==> src/rtl/cw_encode_ctrl.sv <==
// cw_encode_ctrl: sequencer wrapped around encoder_main, the constant-weight encoder.
// Host bytes are buffered in a small FIFO and fed MSB-first to the encoder one bit per
// readfifo pop. The controller pulses enc_start, turns every returned cw_word into an
// absolute error position (a running sum of gap+1), and stores the T positions in a
// readback RAM. It reports done and a sticky error to the surrounding FSM.
// Optional feature: define CW_CTRL_WDOG_EN to enable a stall watchdog of WDOG_CYC cycles.
module cw_encode_ctrl #(
  parameter int T         = 27,
  parameter int MSG_DEPTH = 16,
  parameter int WDOG_CYC  = 4096
) (
  input  logic        clk,
  input  logic        rst_b,
  input  logic        msg_valid,
  input  logic [7:0]  msg_data,
  output logic        msg_ready,
  input  logic        go,
  output logic        busy,
  output logic        done,
  output logic        error,
  input  logic [4:0]  rd_addr,
  output logic [10:0] rd_data,
  output logic        enc_start,
  output logic        enc_bin_msg,
  output logic        enc_fifoempty,
  input  logic        enc_readfifo,
  input  logic [10:0] enc_cw_word,
  input  logic        enc_ready,
  input  logic        enc_done
);

  localparam int PW = $clog2(MSG_DEPTH);
  localparam int CW = $clog2(T + 1);

  typedef enum logic [2:0] {
    ST_IDLE,
    ST_START,
    ST_RUN,
    ST_WAIT_DONE,
    ST_FIN
  } state_t;

  state_t          r_state;
  logic            r_busy;
  logic            r_done;
  logic            r_error;
  logic            r_enc_start;
  logic [CW-1:0]   r_count;
  logic [10:0]     r_pos_acc;
  logic [10:0]     r_rd_data;
  logic [10:0]     r_ram [T];

  logic [7:0]      r_fifo [MSG_DEPTH];
  logic [PW:0]     r_wr_ptr;
  logic [PW:0]     r_rd_ptr;

  logic [7:0]      r_shift;
  logic [2:0]      r_idx;
  logic            r_sh_valid;

  logic            w_fifo_empty;
  logic            w_fifo_full;
  logic            w_push;
  logic            w_fifo_pop;
  logic [7:0]      w_head;
  logic            w_bit_avail;
  logic            w_pop_ok;
  logic            w_pop_err;
  logic [11:0]     w_sum;
  logic            w_overflow;
  logic            w_last;
  logic            w_ram_we;
  logic            w_wdog_expire;

  // Byte FIFO status; the extra pointer bit tells full from empty.
  assign w_fifo_empty = (r_wr_ptr == r_rd_ptr);
  assign w_fifo_full  = (r_wr_ptr[PW] != r_rd_ptr[PW]) &&
                        (r_wr_ptr[PW-1:0] == r_rd_ptr[PW-1:0]);
  assign w_push       = msg_valid && !w_fifo_full;
  assign w_head       = r_fifo[r_rd_ptr[PW-1:0]];

  // A bit is available either from the shift register or directly from the FIFO head,
  // so the first pop of a run does not need a preload bubble.
  assign w_bit_avail  = r_sh_valid || !w_fifo_empty;
  assign w_pop_ok     = enc_readfifo && w_bit_avail;
  assign w_pop_err    = enc_readfifo && !w_bit_avail;

  // A FIFO byte is consumed when the shift register is empty or its last bit is popped.
  // Bits left over at the end of a run are discarded rather than pulling a new byte.
  assign w_fifo_pop   = w_pop_ok && !w_fifo_empty && (r_state != ST_FIN) &&
                        (!r_sh_valid || (r_idx == 3'd0));

  assign enc_bin_msg   = r_sh_valid ? r_shift[r_idx] : (!w_fifo_empty && w_head[7]);
  assign enc_fifoempty = !w_bit_avail;
  assign msg_ready     = !w_fifo_full;

  // Position accumulator starts at 0x7FF (-1) so the first position equals the first word.
  // That first addition always carries out of bit 10, so a carry only signals an overflow
  // from the second word on.
  assign w_sum      = {1'b0, r_pos_acc} + {1'b0, enc_cw_word} + 12'd1;
  assign w_overflow = w_sum[11] && (r_count != '0);
  assign w_last     = (r_count == CW'(T - 1));
  assign w_ram_we   = (r_state == ST_RUN) && enc_ready;

  assign busy      = r_busy;
  assign done      = r_done;
  assign error     = r_error;
  assign enc_start = r_enc_start;
  assign rd_data   = r_rd_data;

`ifdef CW_CTRL_WDOG_EN
  localparam int WDW = $clog2(WDOG_CYC + 1);

  logic [WDW-1:0] r_wdog;
  logic           w_wdog_active;
  logic           w_wdog_kick;

  assign w_wdog_active = (r_state == ST_RUN) || (r_state == ST_WAIT_DONE);
  assign w_wdog_kick   = enc_readfifo || enc_ready;
  assign w_wdog_expire = w_wdog_active && !w_wdog_kick &&
                         (r_wdog == WDW'(WDOG_CYC - 1));

  // Stall counter: runs while waiting on the encoder, restarts on any encoder activity.
  always_ff @(posedge clk or negedge rst_b) begin
    if (!rst_b) begin
      r_wdog <= '0;
    end else if (!w_wdog_active || w_wdog_kick) begin
      r_wdog <= '0;
    end else if (r_wdog != WDW'(WDOG_CYC)) begin
      r_wdog <= r_wdog + 1'b1;
    end
  end
`else
  // Without the watchdog the controller waits indefinitely; this is always false.
  assign w_wdog_expire = (WDOG_CYC < 0);
`endif

  // Message FIFO storage; contents need no reset because the pointers define validity.
  always_ff @(posedge clk) begin
    if (w_push) begin
      r_fifo[r_wr_ptr[PW-1:0]] <= msg_data;
    end
  end

  // Message FIFO pointers; pushes are accepted in every state.
  always_ff @(posedge clk or negedge rst_b) begin
    if (!rst_b) begin
      r_wr_ptr <= '0;
      r_rd_ptr <= '0;
    end else begin
      if (w_push) begin
        r_wr_ptr <= r_wr_ptr + 1'b1;
      end
      if (w_fifo_pop) begin
        r_rd_ptr <= r_rd_ptr + 1'b1;
      end
    end
  end

  // Serialiser: walks the current byte from bit 7 down and reloads on the same edge.
  always_ff @(posedge clk or negedge rst_b) begin
    if (!rst_b) begin
      r_shift    <= '0;
      r_idx      <= 3'd7;
      r_sh_valid <= 1'b0;
    end else if (r_state == ST_FIN) begin
      r_idx      <= 3'd7;
      r_sh_valid <= 1'b0;
    end else if (w_pop_ok) begin
      if (!r_sh_valid) begin
        r_shift    <= w_head;
        r_idx      <= 3'd6;
        r_sh_valid <= 1'b1;
      end else if (r_idx == 3'd0) begin
        r_idx <= 3'd7;
        if (!w_fifo_empty) begin
          r_shift    <= w_head;
          r_sh_valid <= 1'b1;
        end else begin
          r_sh_valid <= 1'b0;
        end
      end else begin
        r_idx <= r_idx - 1'b1;
      end
    end
  end

  // Run sequencer with registered handshake outputs, position accumulation and error capture.
  always_ff @(posedge clk or negedge rst_b) begin
    if (!rst_b) begin
      r_state     <= ST_IDLE;
      r_busy      <= 1'b0;
      r_done      <= 1'b0;
      r_error     <= 1'b0;
      r_enc_start <= 1'b0;
      r_count     <= '0;
      r_pos_acc   <= 11'h7FF;
    end else begin
      r_done      <= 1'b0;
      r_enc_start <= 1'b0;
      if (w_pop_err) begin
        r_error <= 1'b1;
      end
      case (r_state)
        ST_IDLE: begin
          if (go) begin
            r_state     <= ST_START;
            r_busy      <= 1'b1;
            r_enc_start <= 1'b1;
            r_count     <= '0;
            r_pos_acc   <= 11'h7FF;
            r_error     <= 1'b0;
          end
        end
        ST_START: begin
          r_state <= ST_RUN;
        end
        ST_RUN: begin
          if (enc_ready) begin
            r_pos_acc <= w_sum[10:0];
            r_count   <= r_count + 1'b1;
            if (w_overflow) begin
              r_error <= 1'b1;
            end
          end
          if (enc_ready && w_last) begin
            if (enc_done) begin
              r_state <= ST_FIN;
              r_busy  <= 1'b0;
              r_done  <= 1'b1;
            end else begin
              r_state <= ST_WAIT_DONE;
            end
          end else if (enc_done) begin
            r_error <= 1'b1;
            r_state <= ST_FIN;
            r_busy  <= 1'b0;
            r_done  <= 1'b1;
          end else if (w_wdog_expire) begin
            r_error <= 1'b1;
            r_state <= ST_FIN;
            r_busy  <= 1'b0;
            r_done  <= 1'b1;
          end
        end
        ST_WAIT_DONE: begin
          if (enc_ready) begin
            r_error <= 1'b1;
          end
          if (enc_done) begin
            r_state <= ST_FIN;
            r_busy  <= 1'b0;
            r_done  <= 1'b1;
          end else if (w_wdog_expire) begin
            r_error <= 1'b1;
            r_state <= ST_FIN;
            r_busy  <= 1'b0;
            r_done  <= 1'b1;
          end
        end
        ST_FIN: begin
          r_state <= ST_IDLE;
        end
        default: begin
          r_state <= ST_IDLE;
          r_busy  <= 1'b0;
        end
      endcase
    end
  end

  // Position RAM write port; only words captured in RUN are stored.
  always_ff @(posedge clk) begin
    if (w_ram_we) begin
      r_ram[r_count] <= w_sum[10:0];
    end
  end

  // Registered readback; indices past the last position read as zero.
  always_ff @(posedge clk or negedge rst_b) begin
    if (!rst_b) begin
      r_rd_data <= '0;
    end else if (rd_addr < 5'(T)) begin
      r_rd_data <= r_ram[rd_addr];
    end else begin
      r_rd_data <= '0;
    end
  end

endmodule
==> config.mk <==
export PLATFORM = sky130hd
export DESIGN_NAME = cw_encode_ctrl
export DESIGN_NICKNAME = d
export VERILOG_FILES = /design/src/rtl/cw_encode_ctrl.sv
export SDC_FILE = /design/constraint.sdc
export NUM_CORES = 1
export LEC_CHECK = 0
export ABC_AREA = 1
export CAP_MARGIN = 0
export CORE_MARGIN = 2
export CORE_UTILIZATION = 30
export DETAILED_ROUTE_END_ITERATION = 16
export GPL_ROUTABILITY_DRIVEN = 1
export SLEW_MARGIN = 20
export SYNTH_ARGS = -nofsm -noshare
export SYNTH_HDL_FRONTEND = slang
export SYNTH_SLANG_ARGS = --single-unit
==> constraint.sdc <==
create_clock -name clk -period 7.06 [get_ports clk]
set_input_delay 1.765 -clock clk [delete_from_list [all_inputs] [get_ports clk]]
set_output_delay 1.765 -clock clk [all_outputs]
set_load 0.01 [all_outputs]
== Word level (Yosys, flattened, before mapping) ==
Memory sizes are Yosys's and may differ from the RTL's.
Cells that the tools add are included.
Word-level totals
  flip-flop bits (word level): 56
  latch bits: 0
  memory bits (writable): 425
  ROM bits: 0
  input port bits: 31
  output and inout port bits: 18
  word-level logic and storage cells: 112
  memories kept: 2
Memory list
  r_ram: words 27, width 11, rd ports 1, clocked after memory_dff 0, wr ports 1, RTL line 51  | logic [10:0] r_ram [T];
  r_fifo: words 16, width 8, rd ports 1, clocked after memory_dff 0, wr ports 1, RTL line 53  | logic [7:0] r_fifo [MSG_DEPTH];
Cells by class
  add/subtract/negate cells: 6
  $mul: 0
  div/mod/pow operators: 0
  magnitude comparators: 2
  equal/unequal tests: 14
  shift-type cells: 0
  muxes and demuxes: 46
  bitwise logic cells: 2
  reduce and logical (&&, ||, !) cells: 27
Operators by type and width (count)
  2-to-1 mux 11 bit: 3
  2-to-1 mux 1 bit: 24
  2-to-1 mux 3 bit: 8
  2-to-1 mux 8 bit: 3
  one-hot mux 11 bit (2 select lines): 1
  adder 5 x 1 -> 5 bit (second input constant): 3
  adder 11 x 11 -> 12 bit: 1
  adder 12 x 1 -> 12 bit (second input constant): 1
  one-hot mux 3 bit (4 select lines): 1
  logical AND 1 bit: 11
  2-to-1 mux 5 bit: 2
  one-hot mux 5 bit (2 select lines): 1
  == test 3 x 2 -> 1 bit (second input constant): 2
  zero test 3 bit: 2
  != test 2 bit (second input constant): 3
  one-hot mux 1 bit (3 select lines): 2
  AND reduction 3 bit: 2
  == test 5 bit: 1
  == test 5 bit (second input constant): 1
  less-than comparator 5 bit (second input constant): 1
  nonzero test 5 bit: 1
  == test 4 bit: 1
  zero test 1 bit: 4
  less-than comparator 3 x 4 -> 1 bit (second input constant): 1
  12 further kinds: 17

== Depth between registers and ports, before layout ==
  depth in word-level cells: 11
  mapped depth: 12
  gate-level depth less buffers: 12

== Worst setup path after synthesis ==
OpenSTA, ideal clock, no wires.
  path type: input to register
  start: input enc_cw_word[0]
  end: memory r_ram[0][4] (data pin)
  setup time: 0.352 ns
  arrival time: 3.455 ns
  required time: 6.708 ns
  slack: 3.253 ns
  cell stages on the path: 7
  path buffers: 0
  path through: inv_1 ha_1 fa_1 inv_1 nand3_1 nand3_1 xor2_1
On the way
  cells in the longest elaborated chain, start to end: 2
Ends and longest elaborated chain
  start: declaration: RTL line 27  | input logic [10:0] enc_cw_word,
  adder 11 x 11 -> 12 bit: RTL line 100  | assign w_sum = {1'b0, r_pos_acc} + {1'b0, enc_cw_word} + 12'd1;
  adder 12 x 1 -> 12 bit: RTL line 100
  net w_sum[4]: RTL line 69  | logic [11:0] w_sum;
  end: declaration: RTL line 51
The timed path passes the listed nets, and every way through them passes these cells.

== Final worst setup path ==
  start: register r_rd_ptr[1]
  end: output enc_bin_msg
On the way
  cells in the longest elaborated chain, start to end: 4
  elaborated cells on any way between the ends: 5
  classes of those cells: eq/ne (1); mux (1); reduce/logical (2); memory (1)
Ends and longest elaborated chain
  start: declaration: RTL line 55  | logic [PW:0] r_rd_ptr;
  start signal: assignment: RTL line 155  | r_rd_ptr <= r_rd_ptr + 1'b1;
  parallel branches: the longest is 2 deep, another holds memory (16 x 8 bit)
  logical AND 1 bit (*): RTL line 93  | assign enc_bin_msg = r_sh_valid ? r_shift[r_idx] : (!w_fifo_empty && w_head[7]);
  2-to-1 mux 1 bit (*): RTL line 93
  end: declaration: RTL line 24  | output logic enc_bin_msg,
Every way passes the cells marked *.

==> flow_summary.json <==
{
  "seq_area_frac_synth_pct": 69.8,
  "start_util_pct": 30.3,
  "synth.cell_area_um2": 20300,
  "grtUsageTotal_pct": 14.6,
  "coreArea_um2": 67200,
  "synthTopCellsByCount": "425 x edfxtp_1, 336 x nor2_1, 201 x o21ai_0",
  "ys_async_sr_fraction_pct": 11.6,
  "cts_buffers": 48,
  "antenna_left": 0,
  "clock_skew_ps": 35.8,
  "top_level_ports": 49,
  "status": "finished clean",
  "rr_startpoint": "r_rd_ptr[0]",
  "drive_above_1_share_pct": 9.70,
  "num-nets-final": 1821,
  "setup_violations": 0,
  "fin_setup_tns_ps": 0,
  "yosysTopAreaCellShare_pct": 62.8,
  "grt_pass1_vias": 13100,
  "r2r_slack_ps": 3880,
  "fp.dieH_um": 264,
  "drv_slew": 0,
  "cts_tree": "done",
  "ys.flop_type": "edfxtp_1",
  "post_drt_wl_per_cell_um": 19.1,
  "critPathLaunch": "r_rd_ptr[1]",
  "first_pass_iters": 6,
  "post_synth.cell_area_avg_um2": 11.7,
  "post_cts_buffers": 0,
  "path_cells": "buf_4 > o21ai_0 > o211ai_1 > nand3_1 > nand2_1 > nand2_1 > nand2_1 > clkdlybuf4s50_1",
  "synth.distinct_cells": 38,
  "cts_resized": 0,
  "tightest_slew_ps": 1110,
  "crit_path_end_kind": "primary output",
  "syn_nets": 1793,
  "clock-sinks": 481,
  "clk_pin_slew_ps": 60,
  "final_util_pct": 34.6,
  "maxSlewHeadroom_pct": 25.6,
  "holdBufCountCts": 0,
  "yosysTopAreaCell": "edfxtp_1",
  "layout_setup_ws_ps": 2150,
  "finalCriticalPeriod_ps": 4910,
  "antenna_cells": 0,
  "place_ws_ps": 2230,
  "clock_latency_ps": 600,
  "cts.htree.levels": 2,
  "ir_worst_vdd_v": 0.000263,
  "fp.dieW_um": 264,
  "grt_pass1_wl_mm": 78.7,
  "io_buffers": 48,
  "rows": 95,
  "drv_cap": 0,
  "vias": 13300,
  "p_leak_nw": 7.98,
  "synthTopCellsByArea": "edfxtp_1 63%, nor2_1 6.2%, dfrtp_1 5.2%, o21ai_0 5.0%, nand2_1 3.7%",
  "reg2reg_depth": 7,
  "drt_first_iter_violations": 1160,
  "final-hold-violation-count": 0,
  "cp_slowest_stage_delay_ps": 630,
  "place_congestion": 0.812,
  "criticalPathCategory": "register to primary output",
  "overflow": 0,
  "max_freq_ghz": 0.204,
  "cts_root_buffer": "clkbuf_16",
  "syn_to_final_growth_pct": 14.4,
  "worst_path_max_delay_cell": "dfrtp_2",
  "crit_path_max_fanout": 46,
  "powerDensity_nw_per_um2": 368,
  "routed_wl_mm": 51.2,
  "r2r-end": "r_fifo[12][5]",
  "ys_seq_elements": 481,
  "rsz0062_at_grt": "no",
  "yosysWarnings": 0,
  "grt_max_degree": 88,
  "drc": 0,
  "cp_common_cell": "nand2_1",
  "min_period_over_period_pct": 69.6,
  "crit_end": "enc_bin_msg",
  "crit_required_ps": 5300,
  "start_kind": "register",
  "yosysMostFrequentCell": "edfxtp_1",
  "antenna_found_initial": 0,
  "place_hpwl_mm": 31.2,
  "cts_max_path_buffers": 3,
  "syn_inst": 1739,
  "viasPerCell": 4.95,
  "min_path_type": "register to register",
  "dieArea_um2": 69800,
  "cp.arrival_ps": 3150,
  "synth_edf_count": 425
}
critical path: cells and delay by family (launching register included):
kind            cells  cell delay [ps]
flops               1              630
buf+inv             2             1080
compound gates      2              430
simple gates        4              390
layer usage:
metal  vias to the layer above  GRT usage, %  wire length, um
met5                         -             0                0
met4                         0          4.48             1230
met3                        69          2.97             3520
met2                       440          23.2            23800
met1                      6549          20.0            22600
li1                       6201             -                -
layout make-up:
class / instances / area [um2]
inverters: 89 / 335
fillers: 6533 / 43900
flip-flops and latches: 481 / 14200
repair buffers: 68 / 633
multi-input cells: 1079 / 5380
clock inverters: 26 / 347
clock buffers: 62 / 1270
well taps: 873 / 1090
placed cells by master (no fill, tap or decap), types with 2 or more instances in the layout:
master / synthesis / routed
clkinv_1: 3 / 6
nor2_2: 1 / 13
a22oi_1: 2 / 2
bufinv_16: 0 / 6
nand3_1: 77 / 77
inv_6: 0 / 2
inv_2: 6 / 8
clkbuf_8: 0 / 2
o221ai_1: 2 / 2
o22ai_1: 26 / 26
dfstp_2: 14 / 14
clkbuf_1: 30 / 12
or2_2: 15 / 15
nor2_4: 2 / 2
edfxtp_1: 425 / 425
clkinv_2: 0 / 11
nor3_1: 23 / 15
clkdlybuf4s50_1: 0 / 45
inv_1: 80 / 77
o21ai_1: 27 / 27
o211ai_1: 67 / 67
xor2_4: 0 / 2
nor2_1: 336 / 324
nor3_2: 0 / 7
clkinv_16: 0 / 2
xor2_1: 7 / 4
a21oi_1: 43 / 43
xnor2_1: 7 / 6
nand2_1: 198 / 195
buf_4: 12 / 21
clkbuf_16: 0 / 48
ha_1: 22 / 22
o21bai_1: 3 / 3
o21ai_0: 201 / 201
dfrtp_2: 0 / 2
dfrtp_1: 42 / 40
nand2_2: 8 / 11
nand4_1: 6 / 6
worst min path at each step:
| stage | startpoint | end | slack (ps) | cells past startpoint |
|---|---|---|---|---|
| after floorplan | r_shift[7] | r_shift[7] | 450 | 2 |
| after global placement | r_shift[7] | r_shift[7] | 470 | 2 |
| after detailed placement | r_pos_acc[0] | r_pos_acc[0] | 500 | 2 |
| after CTS | r_pos_acc[0] | r_pos_acc[0] | 510 | 2 |
| after global routing | r_shift[7] | r_shift[7] | 540 | 2 |
| final | r_pos_acc[0] | r_pos_acc[0] | 510 | 2 |
registers in the layout (all words and copies together) (netlist names):
register	flops
r_ram	297
r_fifo	128
r_pos_acc	11
rd_data	11
r_shift	8
r_count	5
r_rd_ptr	5
r_wr_ptr	5
r_idx	3
r_state	3
busy	1
done	1
enc_start	1
error	1
r_sh_valid	1
per-stage QoR:
step	hold WS (ps)	power, mW	cells	instance area, um2
finish	507	8.55	2678	23200
global route	542	8.96	2678	23200
CTS	509	8.60	2678	23200
detailed placement	498	5.99	2590	21600
global placement	470	5.93	2590	21500
floorplan	450	5.17	1739	20300
cell families after synthesis:
family / synth area share (%)
and+or+nand+nor: 13.4
DFF: 69.8
AOI/OAI and AO/OA: 10.4
buffers and inverters: 4.40
adders and majority gates: 1.45
xor gates and xnor gates: 0.603
report_power, final:
part           internal [mW]  switching (mW)  leakage (nW)  total (mW)
combinational          0.549            1.53          2.70        2.07
sequential              3.70           0.158          4.49        3.86
clock                   1.51            1.10         0.791        2.61
total                   5.76            2.79          7.98        8.55
Note: power is estimated with default switching activity, not from simulation.
